--- src/rtl/hub75_pixel_writer.sv ---
// hub75_pixel_writer: turns a {R,G,B} pixel stream framed by SOF/EOL into
// framebuffer writes at row*hpixel_p+col, with framing-error detection.
// Optional build macro HUB75_GAMMA_EN: squares each channel ((c*c)>>bpp_p)
// through one extra pipeline stage; address, strobe and frame_done follow.
module hub75_pixel_writer #(
   parameter int hpixel_p = 64,
   parameter int vpixel_p = 64,
   parameter int bpp_p    = 8
) (
   input  logic                      clk,
   input  logic                      rst_n,
   input  logic                      i_enable,
   input  logic                      i_pix_valid,
   output logic                      o_pix_ready,
   input  logic [3*bpp_p-1:0]        i_pix_data,
   input  logic                      i_pix_sof,
   input  logic                      i_pix_eol,
   output logic [$clog2(hpixel_p*vpixel_p)-1:0] o_wr_addr,
   output logic [3*bpp_p-1:0]        o_wr_data,
   output logic                      o_wr_en,
   output logic                      o_frame_done,
   output logic                      o_sync_err
);
   localparam int addr_width_p = $clog2(hpixel_p*vpixel_p);
   localparam int col_w = (hpixel_p > 1) ? $clog2(hpixel_p) : 1;
   localparam int row_w = (vpixel_p > 1) ? $clog2(vpixel_p) : 1;
   localparam int dw    = 3*bpp_p;
   localparam logic [col_w-1:0] col_last = col_w'(hpixel_p-1);
   localparam logic [row_w-1:0] row_last = row_w'(vpixel_p-1);

   typedef enum logic {WAIT_SOF, ACTIVE} state_t;

   state_t            state, state_nx;
   logic [col_w-1:0]  col, col_nx, cur_col;
   logic [row_w-1:0]  row, row_nx, cur_row;
   logic              acc, line_end;
   logic              wr_nx, done_nx, err_set, err_clr;
   logic [addr_width_p-1:0] addr_nx;

   // stage-1 registers (acceptance -> write)
   logic                    s1_wr, s1_done;
   logic [addr_width_p-1:0] s1_addr;
   logic [dw-1:0]           s1_data;
   logic                    last_done;

   // no backpressure beyond the enable gate
   assign o_pix_ready = i_enable;
   assign acc         = i_pix_valid & i_enable;

   // FSM state, position counters and sticky error flag
   always_ff @(posedge clk or negedge rst_n) begin
      if (!rst_n) begin
         state      <= WAIT_SOF;
         col        <= '0;
         row        <= '0;
         o_sync_err <= 1'b0;
      end else begin
         state <= state_nx;
         col   <= col_nx;
         row   <= row_nx;
         if (err_set)      o_sync_err <= 1'b1;
         else if (err_clr) o_sync_err <= 1'b0;
      end
   end

   // next-state: an SOF beat always lands at (0,0); the line-end rules then
   // apply to whatever position the beat was written at
   always_comb begin
      state_nx = state;
      col_nx   = col;
      row_nx   = row;
      cur_col  = col;
      cur_row  = row;
      wr_nx    = 1'b0;
      done_nx  = 1'b0;
      err_set  = 1'b0;
      err_clr  = 1'b0;
      line_end = 1'b0;
      if (acc && (i_pix_sof || state == ACTIVE)) begin
         wr_nx = 1'b1;
         if (i_pix_sof) begin
            cur_col = '0;
            cur_row = '0;
            if (state == ACTIVE) err_set = 1'b1;
            else                 err_clr = 1'b1;
         end
         line_end = i_pix_eol || (cur_col == col_last);
         // short line (EOL early) or long line (no EOL at last column)
         if (i_pix_eol != (cur_col == col_last)) err_set = 1'b1;
         if (line_end) begin
            col_nx = '0;
            if (cur_row == row_last) begin
               row_nx   = '0;
               state_nx = WAIT_SOF;
               done_nx  = 1'b1;
            end else begin
               row_nx   = cur_row + 1'b1;
               state_nx = ACTIVE;
            end
         end else begin
            col_nx   = cur_col + 1'b1;
            row_nx   = cur_row;
            state_nx = ACTIVE;
         end
      end
      addr_nx = addr_width_p'(int'(cur_row)*hpixel_p + int'(cur_col));
   end

   // register the write one cycle after acceptance
   always_ff @(posedge clk or negedge rst_n) begin
      if (!rst_n) begin
         s1_wr   <= 1'b0;
         s1_done <= 1'b0;
         s1_addr <= '0;
         s1_data <= '0;
      end else begin
         s1_wr   <= wr_nx;
         s1_done <= done_nx;
         if (wr_nx) begin
            s1_addr <= addr_nx;
            s1_data <= i_pix_data;
         end
      end
   end

`ifdef HUB75_GAMMA_EN
   logic [dw-1:0]           gam;
   logic                    s2_wr, s2_done;
   logic [addr_width_p-1:0] s2_addr;
   logic [dw-1:0]           s2_data;

   // per-channel square in full 2*bpp_p width, keep the upper half
   for (genvar ch = 0; ch < 3; ch++) begin : g_gamma
      logic [2*bpp_p-1:0] prod;
      assign prod = s1_data[ch*bpp_p +: bpp_p] * s1_data[ch*bpp_p +: bpp_p];
      assign gam[ch*bpp_p +: bpp_p] = prod[2*bpp_p-1:bpp_p];
   end

   // second stage keeps address/strobe aligned with the squared data
   always_ff @(posedge clk or negedge rst_n) begin
      if (!rst_n) begin
         s2_wr   <= 1'b0;
         s2_done <= 1'b0;
         s2_addr <= '0;
         s2_data <= '0;
      end else begin
         s2_wr   <= s1_wr;
         s2_done <= s1_done;
         if (s1_wr) begin
            s2_addr <= s1_addr;
            s2_data <= gam;
         end
      end
   end

   assign o_wr_en   = s2_wr;
   assign o_wr_addr = s2_addr;
   assign o_wr_data = s2_data;
   assign last_done = s2_done;
`else
   assign o_wr_en   = s1_wr;
   assign o_wr_addr = s1_addr;
   assign o_wr_data = s1_data;
   assign last_done = s1_done;
`endif

   // frame_done lands the cycle after the final write strobe
   always_ff @(posedge clk or negedge rst_n) begin
      if (!rst_n) o_frame_done <= 1'b0;
      else        o_frame_done <= last_done;
   end
endmodule
--- config.mk ---
export PLATFORM = sky130hd
export DESIGN_NAME = hub75_pixel_writer
export DESIGN_NICKNAME = d
export VERILOG_FILES = /design/src/rtl/hub75_pixel_writer.sv
export SDC_FILE = /design/constraint.sdc
export NUM_CORES = 1
export LEC_CHECK = 0
export ABC_AREA = 1
export ABC_CLOCK_PERIOD_IN_PS = 2600
export CAP_MARGIN = 20
export CORE_MARGIN = 2
export CORE_UTILIZATION = 46
export DETAILED_ROUTE_END_ITERATION = 10
export GPL_TIMING_DRIVEN = 0
export PLACE_DENSITY = 0.88
export SLEW_MARGIN = 5
export SYNTH_ARGS = -nofsm -noshare
export SYNTH_HDL_FRONTEND = slang
export SYNTH_SLANG_ARGS = --single-unit
export TNS_END_PERCENT = 10
--- constraint.sdc ---
create_clock -name clk -period 2.6 [get_ports clk]
set_input_delay 0.26 -clock clk [delete_from_list [all_inputs] [get_ports clk]]
set_output_delay 0.26 -clock clk [all_outputs]
set_load 0.02 [all_outputs]
# After elaboration in Yosys (flattened, before gate mapping)
# Index checks and enable logic that the tools add are counted.
[totals] rom_bits=0 elab_cells=44 ff_bits=53 latchBits=0 out_inout_bits=40 n_memories=0 in_bits=30 ram_bits=0
[classes] shift=0 div_mod_pow=0 eq_ne=3 reduce_logical=4 muxes=24 n_bitwise=1 n_mul=0 n_addsub=3 n_lt_le_gt_ge=0
[op_table] operator="$mux 6" n=9
[op_table] operator="$mux 1" n=15
[op_table] operator="$add 12x6->12" n=1
[op_table] operator="$add 6x1->6 const B" n=2
[op_table] operator="$eq 6x6->1 const B" n=2
[op_table] operator="$logic_or 1x1->1" n=2
[op_table] operator="$reduce_bool 2->1" n=1
[op_table] operator="$and 1x1->1" n=1
[op_table] operator="$logic_and 1x1->1" n=1
[op_table] operator="$ne 1x1->1" n=1

# Depth between registers and ports, before layout
[depth] ltp_word=8 mapped_depth=17 ltp_nobuf=17

# Least setup slack after synthesis
# Ideal clock, no wire load.
[synth_path] kind="reg-to-reg" from="register col[1]" to="register row[5]" synth_period_minus_slack_ps=2119 arrival_ps=2002 path_slack_ps=481 n_path_buf=0 required_ps=2484 stages_incl_launch_ff=17 setup_ps=116 path_cell_list="dfrtp_1 -> inv_1 -> nor2_1 -> ha_1 -> nand4_1 -> or2_2 -> inv_1 -> nand2_1 -> ha_1 -> inv_1 -> nand3_1 -> nor2_1 -> nand3_1 -> nand2_1 -> nand2_1 -> nand2_1 -> nand2_1"
[synth_via] elab_chain_cells=5
[synth_rtl] item="start: declaration" line_no="34" source="logic [col_w-1:0] col, col_nx, cur_col;"
[synth_rtl] item="start signal: assignment" line_no="59" source="col <= col_nx;"
[synth_rtl] item="$mux 6" line_no="81" source="if (i_pix_sof) begin"
[synth_rtl] item="$mux 6" line_no="79" source="if (acc && (i_pix_sof || state == ACTIVE)) begin"
[synth_rtl] item="$eq 6x6->1" line_no="87" source="line_end = i_pix_eol || (cur_col == col_last);"
[synth_rtl] item="$logic_or 1x1->1" line_no="87"
[synth_rtl] item="$mux 6" line_no="90" source="if (line_end) begin"
[synth_rtl] item="end signal: assignment" line_no="60" source="row <= row_nx;"
[synth_rtl] item="end: declaration" line_no="35" source="logic [row_w-1:0] row, row_nx, cur_row;"
# No other way between the ends. The select of a mux whose other input is x is not followed.
# A chain may end at the register's enable or synchronous reset.

# Final worst setup path
[layout_path] from="input i_pix_sof" to="register row[5]"
[layout_via] elab_chain_cells=5 word_cells_on_any_way=12 cone_classes="add/sub (1); eq/ne (2); mux (6); reduce/logical (3)"
[layout_rtl] item="start: declaration" line_no="16" source="input logic i_pix_sof,"
[layout_rtl] item="$mux 6" line_no="81"
[layout_rtl] item="$mux 6" line_no="79"
[layout_rtl] item="$add 6x1->6, or another cell as far along" line_no="97" source="row_nx = cur_row + 1'b1;"
[layout_rtl] item="$mux 6 or $logic_or 1x1->1 (tied branches)" line_no="92, 87"
[layout_rtl] item="$mux 6" line_no="90"
# Several ways; a longest one is shown, not always the timed one. The select of a mux whose other input is x is not followed.

==> flow_summary.ini <==
[drt]
drt-total-wl_um = 4983
drt_iter0_markers = 98
vias_per_cell = 4.743
via_count = 1940
ant_nets = 0
drcViolationCount = 0
drt-wirelength-per-cell_um = 12.18
dr.pass1.iters = 4

[power]
switchingPower_mw = 0.6100
power_frac_comb = 0.246
switching_share = 0.2810
power_density_nw_per_um2 = 677.6
ir_drop_uv = 415.1
seqPwrFrac = 0.455
p_int_mw = 1.561
p_total_mw = 2.171
leakagePower_nw = 1.563
clkPwrFrac = 0.299

[synthesis]
synth_edf_count = 0
yosysUniqueCellTypes = 25
ys_seq_area_frac = 0.5869
netlist_area_um2 = 2260
synth_most_common_cell = nand2_1
synthTopCellsByCount = nand2_1, dfrtp_1, inv_1
synth_ff_type = dfrtp_1
synth_warnings = 0
synth_seq_cells = 53
synthArstFlopShare = 1.000
synth_top_area_frac = 0.5869
synthTopCellsByArea = dfrtp_1, nand2_1, inv_1
syn_nets = 295
syn_area_per_cell_um2 = 8.625
yosys.area.top_type = dfrtp_1
syn_inst = 262

[global_routing]
track_usage = 0.1900
grt_max_degree = 38
overflow = 0
grt_pass1_wl_um = 7817
antenna_found_initial = 0
grt_pass1_vias = 1754

[timing]
timing.fmax_ghz = 0.4104
fin_ws_ps = 163.6
fin_crit_sh = 0.9371
fin_tns_setup_ps = 0
finClkSkew_ps = 11.11
finalSetupViolCount = 0
relSlewSlack = 0.6909
drv_slew = 0
fin_crit_ps = 2436
final_hold_viol_count = 0
holdWs_ps = 362.9
worst_pin_slew_ps = 463.7

[die]
die_y_um = 74.09
num_rows = 25
io_pins = 70
start_util = 0.4784
die_width_um = 74.09
design.core.area_um2 = 4723
die_area_um2 = 5489

[clocking]
h-tree-depth = 2
clk_path_buf_depth = 2
clock_sinks = 53
root_buffer = clkbuf_8
cts_tree = done
insertion_delay_ps = 310
clk_pin_slew_ps = 100
numCtsBuffers = 5

[critical_path]
cpMostUsedCell = nand2_1
crit_chain = dlygate4sd2_1 > inv_2 > nand2_1 > inv_1 > ha_1 > nand4_1 > or2_2 > inv_1 > nand2_1 > ha_1 > inv_2 > nand3_1 > nor2_2 > nand3_1 > nand2_1 > nand2_1 > nand2_1 > nand2_1
cp-end-kind = flip-flop
path_max_fanout = 7
worstPathRequired_ps = 2800
critPathMaxStageDelay_ps = 350
cpMaxStageDelayCell = dlygate4sd2_1
worstPathArrival_ps = 2640
crit_buf_inv = 5
crit_family = simple AND/OR/NAND/NOR gates
crit_type = in -> reg
crit_path_start_kind = input port

[finish]
diodes = 0
nNetsFinal = 374
drive_above_1_share = 0.08772
area_growth_pct = 41.80
fin_area_um2 = 3204

[run_status]
outcome = complete, no violations

[place]
place_hpwl_um = 3561
place_area_um2 = 3049
port_buffers = 69
pre_cts_ws_ps = -527.9
gp_congestion = 0.8666

[flow_run]
drv_cap = 0

[hold_path]
hold_class = reg -> reg
## power groups by stage
stage | sequential [mW] | clock (mW) | combinational, mW
global route | 1.00 | 0.694 | 0.577
detailed placement | 1.00 | 0 | 0.535
floorplan | 1.10 | 0 | 0.144
finish | 0.987 | 0.650 | 0.534
global placement | 0.997 | 0 | 0.521
CTS | 0.987 | 0.659 | 0.537
## final cells by class
type                            count  area, um^2
Sequential cell                    53        1326
Tap cell                           67       83.83
Clock inverter                      3       65.06
Fill cell                         378        1519
Multi-Input combinational cell    179       802.0
Inverter                           19       71.32
Clock buffer                        5       68.82
Timing Repair Buffer               72       721.9
Buffer                             11       65.06
## worst paths after layout
check	start	endpoint	slack, ps	cells after the start
min in group asynchronous	rst_n	o_wr_data[6]$_DFFE_PN0P_	410	2
hold / removal	last_done$_DFF_PN0_	o_frame_done$_DFF_PN0_	360	0
hold reg to reg	last_done$_DFF_PN0_	o_frame_done$_DFF_PN0_	360	0
max in group asynchronous	rst_n	o_wr_addr[1]$_DFFE_PN0P_	1680	3
setup reg to reg	col[1]$_DFFE_PN0P_	row[5]$_DFFE_PN0P_	200	16
setup / recovery	i_pix_sof	row[5]$_DFFE_PN0P_	160	18
## cell usage in the layout, fill, tap and decap left out, types with 4 or more instances in the layout
cell type | Yosys | final
buf_2 | 7 | 8
clkbuf_8 | 0 | 5
clkdlybuf4s50_1 | 0 | 67
dfrtp_1 | 53 | 53
inv_1 | 17 | 16
nand2_1 | 122 | 122
nand3_1 | 9 | 9
nand4_1 | 4 | 4
nor2_1 | 9 | 7
o21ai_0 | 9 | 9
o21ai_1 | 10 | 10
## logic make-up (layout without fill, tap and decap cells)
family          after synthesis  after routing  share of synthesized area
compound gates               24             24                    0.06146
xor+xnor                      4              4                    0.01551
fa+ha+maj                     3              3                    0.01661
simple gates                148            148                     0.2591
buf+inv                      30            110                    0.06035
flops                        53             53                     0.5869
## flip-flops by register name (all words and copies together) (netlist names)
register	count
o_wr_en	1
col	6
state	1
o_sync_err	1
last_done	1
o_wr_addr	12
row	6
o_frame_done	1
o_wr_data	24
## repair_timing
action                                  in CTS  in global routing
hold buffers                                 1                  0
gates resized for setup                      1                  3
buffers inserted                             0                  1
pin swaps                                    0                  0
endpoints found under the setup margin       2                  2
hold endpoints to repair                    16                  0
## per-stage QoR
stage          cells  utilization
2_1_floorplan    262            -
3_3_place_gp     398       0.6424
3_5_place_dp     399       0.6456
4_1_cts          408       0.6758
5_1_grt          409       0.6784
6_report         409       0.6784
## metal layers
metal / global-route usage / vias up / part of all wire
li1: - / 969 / -
met1: 0.2442 / 897 / 0.44
met2: 0.2956 / 67 / 0.48
met3: 0.05556 / 7 / 0.063
met4: 0.09293 / 0 / 0.021
met5: 0 / - / 0
Power figures use the tool's default switching activity.
